File: src/rtl/clock_divider_multi_if.sv
// Divisor-update port of clock_divider_multi: a valid/ready request
// carrying (channel, divisor) and a one-cycle reject pulse back.
interface clock_divider_multi_if #(
    parameter int CH_W  = 2,
    parameter int DIV_W = 16
);
    logic             cfg_valid;
    logic             cfg_ready;
    logic [CH_W-1:0]  cfg_ch;
    logic [DIV_W-1:0] cfg_div;
    logic             cfg_err;

    modport master (
        output cfg_valid, cfg_ch, cfg_div,
        input  cfg_ready, cfg_err
    );

    modport slave (
        input  cfg_valid, cfg_ch, cfg_div,
        output cfg_ready, cfg_err
    );
endinterface

File: src/rtl/clock_divider_multi.sv
// Multi-channel runtime-programmable clock divider with tick strobes.
// Optional CLKDIV_PHASE_ALIGN_EN adds a sync input that zeroes every counter.
//
// update slot state | meaning
// SLOT_EMPTY        | no pending update, cfg_ready=1
// SLOT_WAIT         | update held until target channel wraps (or en=0)
// SLOT_DONE         | applied this edge; slot frees on the next edge
module clock_divider_multi #(
    parameter int CHANNELS    = 4,
    parameter int DIV_W       = 16,
    parameter int DEFAULT_DIV = 2
) (
    input  logic                  clk,
    input  logic                  rst,
    input  logic                  en,
`ifdef CLKDIV_PHASE_ALIGN_EN
    input  logic                  sync,
`endif
    clock_divider_multi_if.slave  cfg,
    output logic [CHANNELS-1:0]   clk_div,
    output logic [CHANNELS-1:0]   tick
);
    localparam int CH_W = (CHANNELS > 1) ? $clog2(CHANNELS) : 1;

    typedef enum logic [1:0] {SLOT_EMPTY, SLOT_WAIT, SLOT_DONE} slot_t;

    logic [DIV_W-1:0] div_q [CHANNELS];
    logic [DIV_W-1:0] cnt_q [CHANNELS];
    slot_t            slot_q;
    logic [CH_W-1:0]  pend_ch;
    logic [DIV_W-1:0] pend_div;
    logic             ready_q;
    logic             err_q;

    logic [CHANNELS-1:0] wrap;
    logic [CHANNELS-1:0] apply_hit;
    logic                accept;
    logic                bad_req;

    assign cfg.cfg_ready = ready_q;
    assign cfg.cfg_err   = err_q;
    assign accept        = cfg.cfg_valid && ready_q;
    assign bad_req       = (cfg.cfg_div == '0) || (32'(cfg.cfg_ch) >= CHANNELS);

    always_comb begin
        wrap      = '0;
        apply_hit = '0;
        for (int i = 0; i < CHANNELS; i++) begin
            wrap[i]      = (cnt_q[i] == div_q[i] - DIV_W'(1));
            // With en low the counter is frozen, so waiting for a wrap would stall forever.
            apply_hit[i] = (slot_q == SLOT_WAIT) && (pend_ch == CH_W'(i)) && (!en || wrap[i]);
        end
    end

    always_ff @(posedge clk or negedge rst) begin
        if (!rst) begin
            for (int i = 0; i < CHANNELS; i++) begin
                div_q[i] <= DIV_W'(DEFAULT_DIV);
                cnt_q[i] <= '0;
            end
            clk_div  <= '0;
            tick     <= '0;
            slot_q   <= SLOT_EMPTY;
            pend_ch  <= '0;
            pend_div <= '0;
            ready_q  <= 1'b1;
            err_q    <= 1'b0;
        end else begin
            err_q <= 1'b0;
            case (slot_q)
                SLOT_EMPTY: begin
                    if (accept) begin
                        if (bad_req) begin
                            err_q <= 1'b1;
                        end else begin
                            slot_q   <= SLOT_WAIT;
                            ready_q  <= 1'b0;
                            pend_ch  <= cfg.cfg_ch;
                            pend_div <= cfg.cfg_div;
                        end
                    end
                end
                SLOT_WAIT: begin
                    if (|apply_hit) slot_q <= SLOT_DONE;
                end
                SLOT_DONE: begin
                    slot_q  <= SLOT_EMPTY;
                    ready_q <= 1'b1;
                end
                default: slot_q <= SLOT_EMPTY;
            endcase

            for (int i = 0; i < CHANNELS; i++) begin
                if (en) begin
                    tick[i]    <= wrap[i];
                    clk_div[i] <= (cnt_q[i] < (div_q[i] - (div_q[i] >> 1)));
                    cnt_q[i]   <= wrap[i] ? '0 : cnt_q[i] + DIV_W'(1);
                end else begin
                    tick[i] <= 1'b0;
                end
`ifdef CLKDIV_PHASE_ALIGN_EN
                if (sync) begin
                    cnt_q[i] <= '0;
                    tick[i]  <= 1'b0;
                end
`endif
                if (apply_hit[i]) begin
                    div_q[i] <= pend_div;
                    cnt_q[i] <= '0;
                end
            end
        end
    end
endmodule

File: src/flat_wrapper.sv
// flat-port wrapper written by rule: the top's interface ports become plain ports
module clock_divider_multi_flat 
#(
    parameter int CHANNELS    = 4,
    parameter int DIV_W       = 16,
    parameter int DEFAULT_DIV = 2
)
  (clk, rst, en, clk_div, tick, cfg_cfg_valid, cfg_cfg_ch, cfg_cfg_div, cfg_cfg_ready, cfg_cfg_err);
  clock_divider_multi_if #(.CH_W((2)), .DIV_W(DIV_W)) cfg_i ();
  input  logic clk;
  input  logic rst;
  input  logic en;
  output logic [CHANNELS-1:0] clk_div;
  output logic [CHANNELS-1:0] tick;
  input wire logic [$bits(cfg_i.cfg_valid)-1:0] cfg_cfg_valid;
  input wire logic [$bits(cfg_i.cfg_ch)-1:0] cfg_cfg_ch;
  input wire logic [$bits(cfg_i.cfg_div)-1:0] cfg_cfg_div;
  output wire logic [$bits(cfg_i.cfg_ready)-1:0] cfg_cfg_ready;
  output wire logic [$bits(cfg_i.cfg_err)-1:0] cfg_cfg_err;
  assign cfg_i.cfg_valid = cfg_cfg_valid;
  assign cfg_i.cfg_ch = cfg_cfg_ch;
  assign cfg_i.cfg_div = cfg_cfg_div;
  assign cfg_cfg_ready = cfg_i.cfg_ready;
  assign cfg_cfg_err = cfg_i.cfg_err;
  clock_divider_multi #(.CHANNELS(CHANNELS), .DIV_W(DIV_W), .DEFAULT_DIV(DEFAULT_DIV)) u_core (.clk(clk), .rst(rst), .en(en), .cfg(cfg_i), .clk_div(clk_div), .tick(tick));
endmodule
File: config.mk
export PLATFORM = sky130hd
export DESIGN_NAME = clock_divider_multi_flat
export DESIGN_NICKNAME = d
export VERILOG_FILES = /design/src/rtl/clock_divider_multi_if.sv /design/src/rtl/clock_divider_multi.sv /design/src/flat_wrapper.sv
export SDC_FILE = /design/constraint.sdc
export NUM_CORES = 1
export LEC_CHECK = 0
export BUFFER_PORTS_ARGS = -buffer_cell sky130_fd_sc_hd__buf_2
export CORE_UTILIZATION = 55
export CTS_BUF_LIST = sky130_fd_sc_hd__clkbuf_2
export DETAILED_ROUTE_END_ITERATION = 8
export PLACE_DENSITY = 0.77
export SYNTH_ARGS = -nofsm -noshare
export SYNTH_HDL_FRONTEND = slang
export SYNTH_SLANG_ARGS = --single-unit
export TNS_END_PERCENT = 50
File: constraint.sdc
create_clock -name clk -period 5.7 [get_ports clk]
set_clock_uncertainty 0.2 [all_clocks]
set_input_delay 0.855 -clock clk [delete_from_list [all_inputs] [get_ports clk]]
set_output_delay 0.855 -clock clk [all_outputs]
set_load 0.02 [all_outputs]
=== Word level (Yosys, flattened, before mapping) ===
Index checks and enable logic that the tools add are counted.

* Equality and inequality tests: 12
* $lt $le $gt $ge: 4
* Bitwise operators: 1
* Multiplexer cells: 26
* $add $sub $neg: 12
* Reduce and logical (&&, ||, !) cells: 26

{| class="wikitable"
|+ Operator list
! kind !! count
|-
| $mux W16 || 12
|-
| $add A16 B1 Y16 const B || 4
|-
| $eq A16 B16 Y1 || 4
|-
| $lt A16 B16 Y1 || 4
|-
| $sub A16 B1 Y16 const B || 4
|-
| $sub A16 B15 Y16 || 4
|-
| $logic_not A16 Y1 || 1
|-
| $reduce_bool A2 Y1 || 5
|-
| $logic_and A1 B1 Y1 || 9
|-
| $mux W1 || 9
|-
| $reduce_and A3 Y1 || 3
|-
| $eq A2 B2 Y1 const B || 3
|-
| $mux W2 || 3
|-
| $eq A2 B1 Y1 const B || 2
|-
| $logic_not A2 Y1 || 2
|-
| $logic_or A1 B1 Y1 || 4
|-
| $ne A2 B2 Y1 const B || 2
|-
| $pmux W2 S2 || 1
|-
| $reduce_or A4 Y1 || 1
|-
| $ne A2 B1 Y1 const B || 1
|-
| $pmux W1 S2 || 1
|-
| $logic_not A1 Y1 || 1
|-
| $not A1 Y1 || 1
|}

* Logic and storage cells: 96
* Output and inout bits: 10
* Register bits after elaboration: 158

=== Longest topological paths before layout ===
Gate-level depths: netlist of run 1.

* Depth in word-level cells: 7
* Depth in mapped cells: 17

=== Least setup slack after synthesis of run 1 ===
No wires, ideal clock.

* Path type: register to register
* Start: register u_core.div_q[49] (netlist name)
* End: register u_core.clk_div[0]
* Slack: 1.808 ns
* Cell stages (with the launch flop): 17
* Library setup time: 0.129 ns
* Clock period less this slack: 3.892 ns
* Arrival time: 3.563 ns
* Data required time: 5.371 ns
* Cell sequence: dfstp_2 ha_1 inv_1 fa_1 nor2b_1 o21ai_0 a21oi_1 o41a_1 a211oi_1 o31ai_1 a21oi_1 xor2_1 ha_1 nand3_1 or4_1 a21oi_1 o41ai_1

* Cells in the longest elaborated chain, start to end: 2

{| class="wikitable"
|+ RTL lines
! element !! RTL line !! RTL
|-
| from (decl) || clock_divider_multi.sv:27 || <nowiki>logic [DIV_W-1:0] div_q [CHANNELS];</nowiki>
|-
| from (signal, indexed assignment) || clock_divider_multi.sv:58 || <nowiki>div_q[i] <= DIV_W'(DEFAULT_DIV);</nowiki>
|-
| from (signal, indexed assignment) || clock_divider_multi.sv:108 || <nowiki>div_q[i] <= pend_div;</nowiki>
|-
| $sub A16 B15 Y16 || clock_divider_multi.sv:96 || <nowiki>clk_div[i] <= (cnt_q[i] < (div_q[i] - (div_q[i] >> 1)));</nowiki>
|-
| $lt A16 B16 Y1 || clock_divider_multi.sv:96 ||
|-
| to (signal, indexed assignment) || clock_divider_multi.sv:96 ||
|-
| to (decl) || clock_divider_multi.sv:20 || <nowiki>output logic [CHANNELS-1:0] clk_div,</nowiki>
|}

Every way passes these cells.
A chain may end at the register's enable or synchronous reset.

=== Final worst setup path of run 1 ===
Same ends and word-level chain as after synthesis.

==> reports/results.md, run 1 <==
| Group | Metric | Reported |
|---|---|---|
| die | Die span in x | 158.5 um |
| hold path | Hold wc startpoint | cfg_cfg_div[2] |
| sta | Relative slew slack | 24.38% |
| synth | Compound-cell area share of the yosys netlist | 13.72% |
| critical path | Launch instance of the worst register-to-register path | u_core.div_q[49]$_DFFE_PN1N_ |
| grt | Via count of the first global-routing pass | 10351 |
| synth | Yosys warnings | 0 |
| outcome | Result of the run | finished with violations |
| drt | DRC violation count after routing | 2 |
| synth | Dominant combinational cell family by area after synthesis | adder cells |
| placed design | Dpl cells | 1794 |
| grt | Antenna violations before repair | 1 |
| sta | Hold slack final | 0.07040 ns |
| sta | Achievable clock frequency | 230.2 MHz |
| sta | Number of endpoints failing setup at the final stage | 0 |
| synth | Post-synth cell types | 71 |
| cts | Clock-pin slew of the registers on the worst-case setup and hold paths | 0.29 ns |
| cts | Num CTS Buffers | 17 |
| placed design | Number of input and output port buffers inserted | 31 |
| final layout | Number of fill cells in the layout | 2055 |
| final layout | Post-Layout Inst Area | 0.01424 mm2 |
| sta | Min Tclk post-route | 4.344 ns |
| grt | Largest net degree at the start of global routing | 62 |
| cts | Clock tree from TritonCTS | yes |
| sta | Hold Violations, Final | 0 |
| cts | Post-CTS setup repair buffer count | 0 |
| synth | XOR/XNOR Fraction of Synth Area | 10.70% |
| cts | Clock latency on the worst-skew pair | 0.81 ns |
| hold path | Worst hold path depth | 2 |
| hold path | Endpoint of the worst hold path | u_core.pend_div[2]$_DFFE_PN0P_ |
| final layout | Multi-input gate area in the final layout | 0.008921 mm2 |
| drt | Number of nets with antenna violations after detailed routing | 0 |
| grt | Met2 Usage GRT | 43.73% |
| grt | Remaining global-route overflow | 0 |
| die | Number of top-level pins | 32 |
| die | Height of the chip | 158.5 um |
| synth | Largest area contributor in the netlist | dfrtp_1 |
| placed design | Half-perimeter wire length after placement | 23.44 mm |
| synth | Syn avg cell area | 9.223 um2 |
| drt | Drt initial violations | 549 |
| critical path | Critical path fanouts, max | 5 |
| grt | Global-route track usage on met1 | 32.71% |
| synth | Fraction of the yosys area taken by sequential cells | 29.39% |
| power | Leakage Power | 6.798 nW |
| placed design | Post-placement cell area | 0.01398 mm2 |
| critical path | Cell-by-cell trace of the critical path | inv_1, ha_1, nor2_1, o311ai_0, a211oi_1, o41ai_1, o31ai_1, a221oi_1, xnor2_1, ha_1, nand3_1, or4_1, a21oi_1, o41ai_1 |
| die | Num rows | 56 |
| synth | Cell Area, Synth | 0.01347 mm2 |
| placed design | Worst slack at placement | 1.443 ns |
| synth | Post-synth net total | 1675 |
| synth | Post-synthesis mux area share | 7.178% |
| synth | Area share of and/or/nand/nor cells after synthesis | 16.52% |
| cts | Clk root buf | clkbuf_2 |
| critical path | CP peak stage delay | 0.66 ns |
| critical path | Cell type of the slowest stage on the worst timing path | dfstp_2 |
| synth | Post-synthesis adder-cell area fraction | 18.05% |
| drt | Detail-routed net length per standard cell | 16.57 um |
| critical path | Reg2reg setup slack | 1.36 ns |
| grt | GR Layer Usage met3 | 4.300% |
| outcome | Violations in the final reports | DRC |
| drt | Drt pass-1 iters | 9 |
| critical path | Worst endpoint data arrival time | 4.87 ns |
| sta | Final setup TNS | 0 ns |
| die | DIE AREA | 0.02513 mm2 |
| final layout | Sequential cell area | 0.003960 mm2 |
| power | Power density over the cells | 599.5 mW/mm2 |
| critical path | Number of buffer and inverter stages on the critical path | 1 |
| drt | Overall routed net length | 30.28 mm |
| critical path | Critical path launch point type | register |
| cts | Clock tree buffer depth | 2 |
| synth | Share of the synthesized area in the top cell type | 28.41% |
| die | Core box area | 0.02375 mm2 |
| final layout | Layout Cells excl Fill | 1828 |
| sta | Tcrit/Tclk final | 76.20% |
| drt | Vias after detailed routing | 10587 |
| sta | Unrepaired setup endpoints after global routing | no |
| critical path | Critical register-to-register path endpoint | u_core.clk_div[0]$_DFFE_PN0P_ |
| grt | Busiest layer in global routing | met2 |
| critical path | Reg2Reg Depth | 14 |
| critical path | Kind of cell with the highest combined delay on the critical path | compound AO/OA/AOI/OAI gates |
| critical path | Data required, critical path | 6.23 ns |
| cts | H-tree Lvls | 4 |
| synth | Fraction of registers with async set/reset | 100.0% |
| flow run | Max capacitance violation total | 0 |
| drt | Drt via density | 5.792 |
| sta | Worst-Margin Slew | 1.130 ns |
| final layout | Signed area change from the synthesized netlist to the final layout | 5.664% |
| hold path | Hold crit path type | input port to register |
| synth | Top area cells in the synthesized netlist | dfrtp_1, ha_1, xnor2_1 |
| critical path | Nature of the critical path endpoint | register |
| synth | Post-synthesis register bit count | 158 |
| sta | Slew Limit Fails | 0 |
| synth | Count of flip-flops with a built-in enable after synthesis | 0 |
| synth | Post-Syn Instances | 1461 |
| grt | Global-route wire length before repair | 50.14 mm |
| sta | Final Worst Setup Slack | 1.356 ns |
| final layout | Layout cells sized above 1 | 11.34% |
| final layout | Nets | 1709 |
| synth | Dominant synthesized flop cell | dfrtp_1 |
| power | Maximum VDD drop | 0.0004492 V |
| placed design | Final RePlAce weighted congestion | 0.9320 |
| critical path | Startpoint-to-endpoint class of the critical path | register to register |
| die | Initial Utilization | 56.73% |
| cts | Total clock sinks | 158 |
| grt | Gr usage total | 25.40% |
-- cells in the mapped netlist, types with 20 or more instances --
cell type / instances
a21o_1: 27
a21oi_1: 58
and3_1: 33
dfrtp_1: 153
ha_1: 188
inv_1: 132
mux2_2: 71
nand2_1: 60
nand2b_1: 37
nand3_1: 36
nand4_1: 20
nor2_1: 109
nor2b_1: 30
nor3_1: 34
o21ai_0: 110
o31ai_1: 27
xnor2_1: 100
xor2_1: 62
-- power breakdown --
| part | internal [W] | switching, W |
|---|---|---|
| clock network | 0.000149 | 0.000513 |
| logic | 0.00271 | 0.00312 |
| registers | 0.00146 | 0.000581 |
| total | 0.00432 | 0.00422 |
-- cell families (layout without fill, tap and decap cells) --
group,after synthesis,after routing
xor+xnor,163,163
fa+ha+maj,192,192
compound gates,288,288
flops,158,158
simple gates,422,422
other cells,0,1
buf+inv,155,202
mux,83,83
-- worst max-delay path by stage --
stage                                 start                       endpoint  depth (start not counted)
3_5_place_dp   u_core.div_q[49]$_DFFE_PN1N_  u_core.clk_div[0]$_DFFE_PN0P_                         14
3_3_place_gp    u_core.div_q[1]$_DFFE_PN1N_  u_core.clk_div[3]$_DFFE_PN0P_                         16
5_1_grt        u_core.div_q[49]$_DFFE_PN1N_  u_core.clk_div[0]$_DFFE_PN0P_                         14
6_report       u_core.div_q[49]$_DFFE_PN1N_  u_core.clk_div[0]$_DFFE_PN0P_                         14
4_1_cts        u_core.div_q[49]$_DFFE_PN1N_  u_core.clk_div[0]$_DFFE_PN0P_                         14
2_1_floorplan  u_core.div_q[49]$_DFFE_PN1N_  u_core.clk_div[0]$_DFFE_PN0P_                         16
-- layout by cell type, fill, tap and decap left out, drive strengths merged, types with 58 or more instances in the layout --
master	instances
o21ai	110
nand2	63
xor2	62
a21oi	58
ha	188
xnor2	100
nor2	109
inv	143
mux2	82
dfrtp	153
-- area by class of cell --
type | instances | share of cell area (%)
multi-input combinational | 1148 | 62.66
sequential | 158 | 27.81
inverter | 132 | 3.480
tap | 319 | 2.803
timing repair buffer | 38 | 1.520
clock inverter | 15 | 1.107
clock buffer | 17 | 0.5976
antenna | 1 | 0.01758
-- repair_timing --
item | in CTS | in global routing
endpoints found under the hold margin | 57 | 0
hold buffers | 1 | 0
resized for setup | 0 | 0
setup endpoints to repair | 0 | 0
-- worst reg2reg max path, stage by stage, from the launching register on --
cell,delay [ns]
dfstp_2,0.66
inv_1,0.08
ha_1,0.28
nor2_1,0.05
o311ai_0,0.40
a211oi_1,0.17
o41ai_1,0.46
o31ai_1,0.17
a221oi_1,0.47
xnor2_1,0.13
ha_1,0.31
nand3_1,0.09
or4_1,0.52
a21oi_1,0.18
o41ai_1,0.10
-- routing by layer --
metal / share of wire [%] / vias up
met5: 0 / -
met4: 1.6 / 0
met3: 3.7 / 43
met2: 48 / 203
met1: 46 / 5115
li1: - / 5226
-- sequential cells by signal, summed over array words and instances (netlist names) --
name	count
u_core.cnt_q	64
u_core.div_q	64
u_core.pend_div	16
u_core.clk_div	4
u_core.tick	4
u_core.pend_ch	2
u_core.slot_q	2
u_core.cfg.cfg_err	1
u_core.cfg.cfg_ready	1
-- metrics by stage --
step	power, W	utilization, %
2_1_floorplan	0.006522	-
3_3_place_gp	0.007586	58.87
3_5_place_dp	0.007826	58.87
4_1_cts	0.008534	59.93
5_1_grt	0.009409	59.94
6_report	0.008536	59.94
Note: power is estimated with default switching activity, not from simulation.
==> run 2, diff against run 1 <==
--- a/config.mk
+++ b/config.mk
@@ -9,7 +9,7 @@
 export CORE_UTILIZATION = 55
 export CTS_BUF_LIST = sky130_fd_sc_hd__clkbuf_2
 export DETAILED_ROUTE_END_ITERATION = 8
-export PLACE_DENSITY = 0.77
+export PLACE_DENSITY = 0.8
 export SYNTH_ARGS = -nofsm -noshare
 export SYNTH_HDL_FRONTEND = slang
 export SYNTH_SLANG_ARGS = --single-unit
==> constraint.sdc (replaced) <==
create_clock -name clk -period 3.5 [get_ports clk]
set_clock_uncertainty 0.2 [all_clocks]
set_input_delay 0.525 -clock clk [delete_from_list [all_inputs] [get_ports clk]]
set_output_delay 0.525 -clock clk [all_outputs]
set_load 0.02 [all_outputs]
==> reports/results.md, run 2 (synthesized netlist as in run 1, its figures left out) <==
| Group | Metric | Reported | Change |
|---|---|---|---|
| outcome | Result of the run | finished with violations | unchanged |
| outcome | Violations in the final reports | DRC, setup timing | was DRC |
| cts | Clock-pin slew of the registers on the worst-case setup and hold paths | 0.30 ns | was 0.29 ns |
| grt | Gr usage total | 27.07% | was 25.40% |
| final layout | Layout cells sized above 1 | 19.94% | was 11.34% |
| die | Die span in x | 158.5 um | unchanged |
| critical path | Data required, critical path | 4.03 ns | was 6.23 ns |
| drt | Vias after detailed routing | 11330 | was 10587 |
| sta | Slew Limit Fails | 0 | unchanged |
| final layout | Signed area change from the synthesized netlist to the final layout | 15.28% | was 5.664% |
| power | Power density over the cells | 1014 mW/mm2 | was 599.5 mW/mm2 |
| placed design | Final RePlAce weighted congestion | 0.9200 | was 0.9320 |
| placed design | Half-perimeter wire length after placement | 24.19 mm | was 23.44 mm |
| sta | Hold slack final | 0.07298 ns | was 0.07040 ns |
| cts | Num CTS Buffers | 17 | unchanged |
| drt | Detail-routed net length per standard cell | 16.97 um | was 16.57 um |
| drt | Drt initial violations | 858 | was 549 |
| sta | Unrepaired setup endpoints after global routing | yes | was no |
| sta | Relative slew slack | 29.56% | was 24.38% |
| cts | Clock latency on the worst-skew pair | 0.83 ns | was 0.81 ns |
| final layout | Commonest non-fill, non-tap cells in the layout | ha_1, dfrtp_1, inv_1 | unchanged |
| cts | Clock tree from TritonCTS | yes | unchanged |
| drt | Drt via density | 5.787 | was 5.792 |
| critical path | CP peak stage delay | 0.64 ns | was 0.66 ns |
| critical path | Number of buffer and inverter stages on the critical path | 1 | unchanged |
| sta | Worst-Margin Slew | 1.053 ns | was 1.130 ns |
| final layout | Regs by FF count | u_core.cnt_q: 64 flops, u_core.div_q: 64 flops, u_core.pend_div: 16 flops | unchanged |
| final layout | Final standard cell utilization of the core | 65.39% | was 59.94% |
| grt | Global-route wire length before repair | 53.21 mm | was 50.14 mm |
| final layout | Most common library cell in the layout ignoring fill and taps | ha_1 | unchanged |
| sta | Number of endpoints failing setup at the final stage | 8 | was 0 |
| hold path | Hold crit path type | input port to async pin | was input port to register |
| placed design | Number of input and output port buffers inserted | 31 | unchanged |
| critical path | Worst endpoint data arrival time | 4.56 ns | was 4.87 ns |
| die | Height of the chip | 158.5 um | unchanged |
| power | Switching fraction of total power | 47.95% | was 49.39% |
| critical path | Nature of the critical path endpoint | register | unchanged |
| sta | Tcrit/Tclk final | 115.1% | was 76.20% |
| die | Core box area | 0.02375 mm2 | unchanged |
| power | Sequential share of power | 20.3% | was 24.0% |
| flow run | Max capacitance violation total | 0 | unchanged |
| die | Number of top-level pins | 32 | unchanged |
| critical path | Cell-by-cell trace of the critical path | ha_4, inv_1, fa_2, nor2b_1, o21ai_2, a21oi_2, o41a_1, a211oi_2, o31ai_1, a21oi_1, xor2_1, ha_1, nand3_1, or4_4, a21oi_2, o31ai_1 | was inv_1, ha_1, nor2_1, o311ai_0, a211oi_1, o41ai_1, o31ai_1, a221oi_1, xnor2_1, ha_1, nand3_1, or4_1, a21oi_1, o41ai_1 |
| power | Relative contribution of the clock network to total power | 6.9% | was 7.7% |
| cts | H-tree Lvls | 4 | unchanged |
| cts | Total clock sinks | 158 | unchanged |
| power | Maximum VDD drop | 0.0006876 V | was 0.0004492 V |
| die | Initial Utilization | 56.73% | unchanged |
| placed design | Worst slack at placement | -0.5406 ns | was 1.443 ns |
| sta | Min Tclk post-route | 4.030 ns | was 4.344 ns |
| grt | Largest net degree at the start of global routing | 76 | was 62 |
| drt | Drt pass-1 iters | 7 | was 9 |
| critical path | Beginning of the critical path | u_core.div_q[17]$_DFFE_PN1N_ | was u_core.div_q[49]$_DFFE_PN1N_ |
| grt | Via count of the first global-routing pass | 10874 | was 10351 |
| drt | Number of nets with antenna violations after detailed routing | 0 | unchanged |
| power | Leakage Power | 7.475 nW | was 6.798 nW |
| sta | Final Worst Setup Slack | -0.5295 ns | was 1.356 ns |
| cts | Clk root buf | clkbuf_2 | unchanged |
| power | Cell Int Power | 0.008198 W | was 0.004320 W |
| critical path | Cell type of the slowest stage on the worst timing path | dfstp_2 | unchanged |
| power | Switching power | 0.007551 W | was 0.004216 W |
| die | Num rows | 56 | unchanged |
| critical path | Critical path launch point type | register | unchanged |
| drt | DRC violation count after routing | 2 | unchanged |
| die | DIE AREA | 0.02513 mm2 | unchanged |
| drt | Overall routed net length | 33.23 mm | was 30.28 mm |
| power | Combinational power share | 72.8% | was 68.3% |
| sta | Hold Violations, Final | 0 | unchanged |
| grt | Antenna violations before repair | 1 | unchanged |
| critical path | Critical path fanouts, max | 3 | was 5 |
| critical path | Launch instance of the worst register-to-register path | u_core.div_q[17]$_DFFE_PN1N_ | was u_core.div_q[49]$_DFFE_PN1N_ |
| critical path | Kind of cell with the highest combined delay on the critical path | compound AO/OA/AOI/OAI gates | unchanged |
| final layout | Nets | 1836 | was 1709 |
| critical path | Startpoint-to-endpoint class of the critical path | register to register | unchanged |
| cts | Clock tree buffer depth | 2 | unchanged |
| grt | Remaining global-route overflow | 0 | unchanged |
| sta | Achievable clock frequency | 248.2 MHz | was 230.2 MHz |
-- run 2: cell types whose count changed in the layout (fill, tap and decap cells not counted), sizes merged --
cell	change
dlygate4sd3	+19
clkinv	+5
diode	+3
buf	+108
inv	-5
-- run 2: per-layer routing --
layer	share of wire [%]	track usage, %	up-vias
met5	0	0	-
met4	3.1	10.53	0
met3	3.9	3.566	81
met2	49	46.32	287
met1	44	34.60	5490
li1	-	-	5472
-- run 2: power by group through the flow --
stage | Sequential, W | Clock [W] | Combinational, W
global route | 0.00326 | 0.00117 | 0.0127
floorplan | 0.00300 | 0 | 0.00773
detailed placement | 0.00321 | 0 | 0.0106
finish | 0.00319 | 0.00108 | 0.0115
global placement | 0.00317 | 0 | 0.0102
CTS | 0.00317 | 0.00109 | 0.0109
-- run 2: path summary, 6_finish.rpt --
path	to	slack [ns]	cells after the start
min in group clk	u_core.clk_div[2]$_DFFE_PN0P_	0.16	4
worst min-delay path	u_core.cnt_q[43]$_DFFE_PN0P_	0.07	2
worst max register to register	u_core.clk_div[2]$_DFFE_PN0P_	-0.53	16
worst max-delay path	u_core.clk_div[2]$_DFFE_PN0P_	-0.53	16
max in group asynchronous	u_core.div_q[49]$_DFFE_PN1N_	2.27	3
worst min register to register	u_core.cfg.cfg_ready$_DFFE_PN1P_	0.33	1
-- run 2: cell type report --
cell class | instances | area, um2
repair buffers | 165 | 1250
well taps | 319 | 399.1
inverters | 132 | 495.5
clock buffers | 17 | 85.08
fillers | 1809 | 8220
diodes | 4 | 10.01
flip-flops and latches | 158 | 3960
clock inverters | 15 | 170.2
multi-input cells | 1148 | 9163
-- run 2: timing repair --
action / CTS / global route
hold buffers: 20 / 0
buffers inserted: 2 / 8
gates resized for setup: 11 / 33
setup endpoints to repair: 4 / 50
pin swaps: 8 / 22
hold endpoints to repair: 114 / 0
-- run 2: stage by stage --
stage                     setup TNS (ns)  total power (W)  cells  cell area, um2
after floorplan                  -0.8362          0.01073   1461           13550
after global placement            -1.338          0.01334   1892           14810
after detailed placement          -1.774          0.01384   1892           14810
after CTS                         -1.701          0.01512   1946           15320
after global routing              -4.917          0.01709   1958           15530
final                             -1.848          0.01575   1958           15530
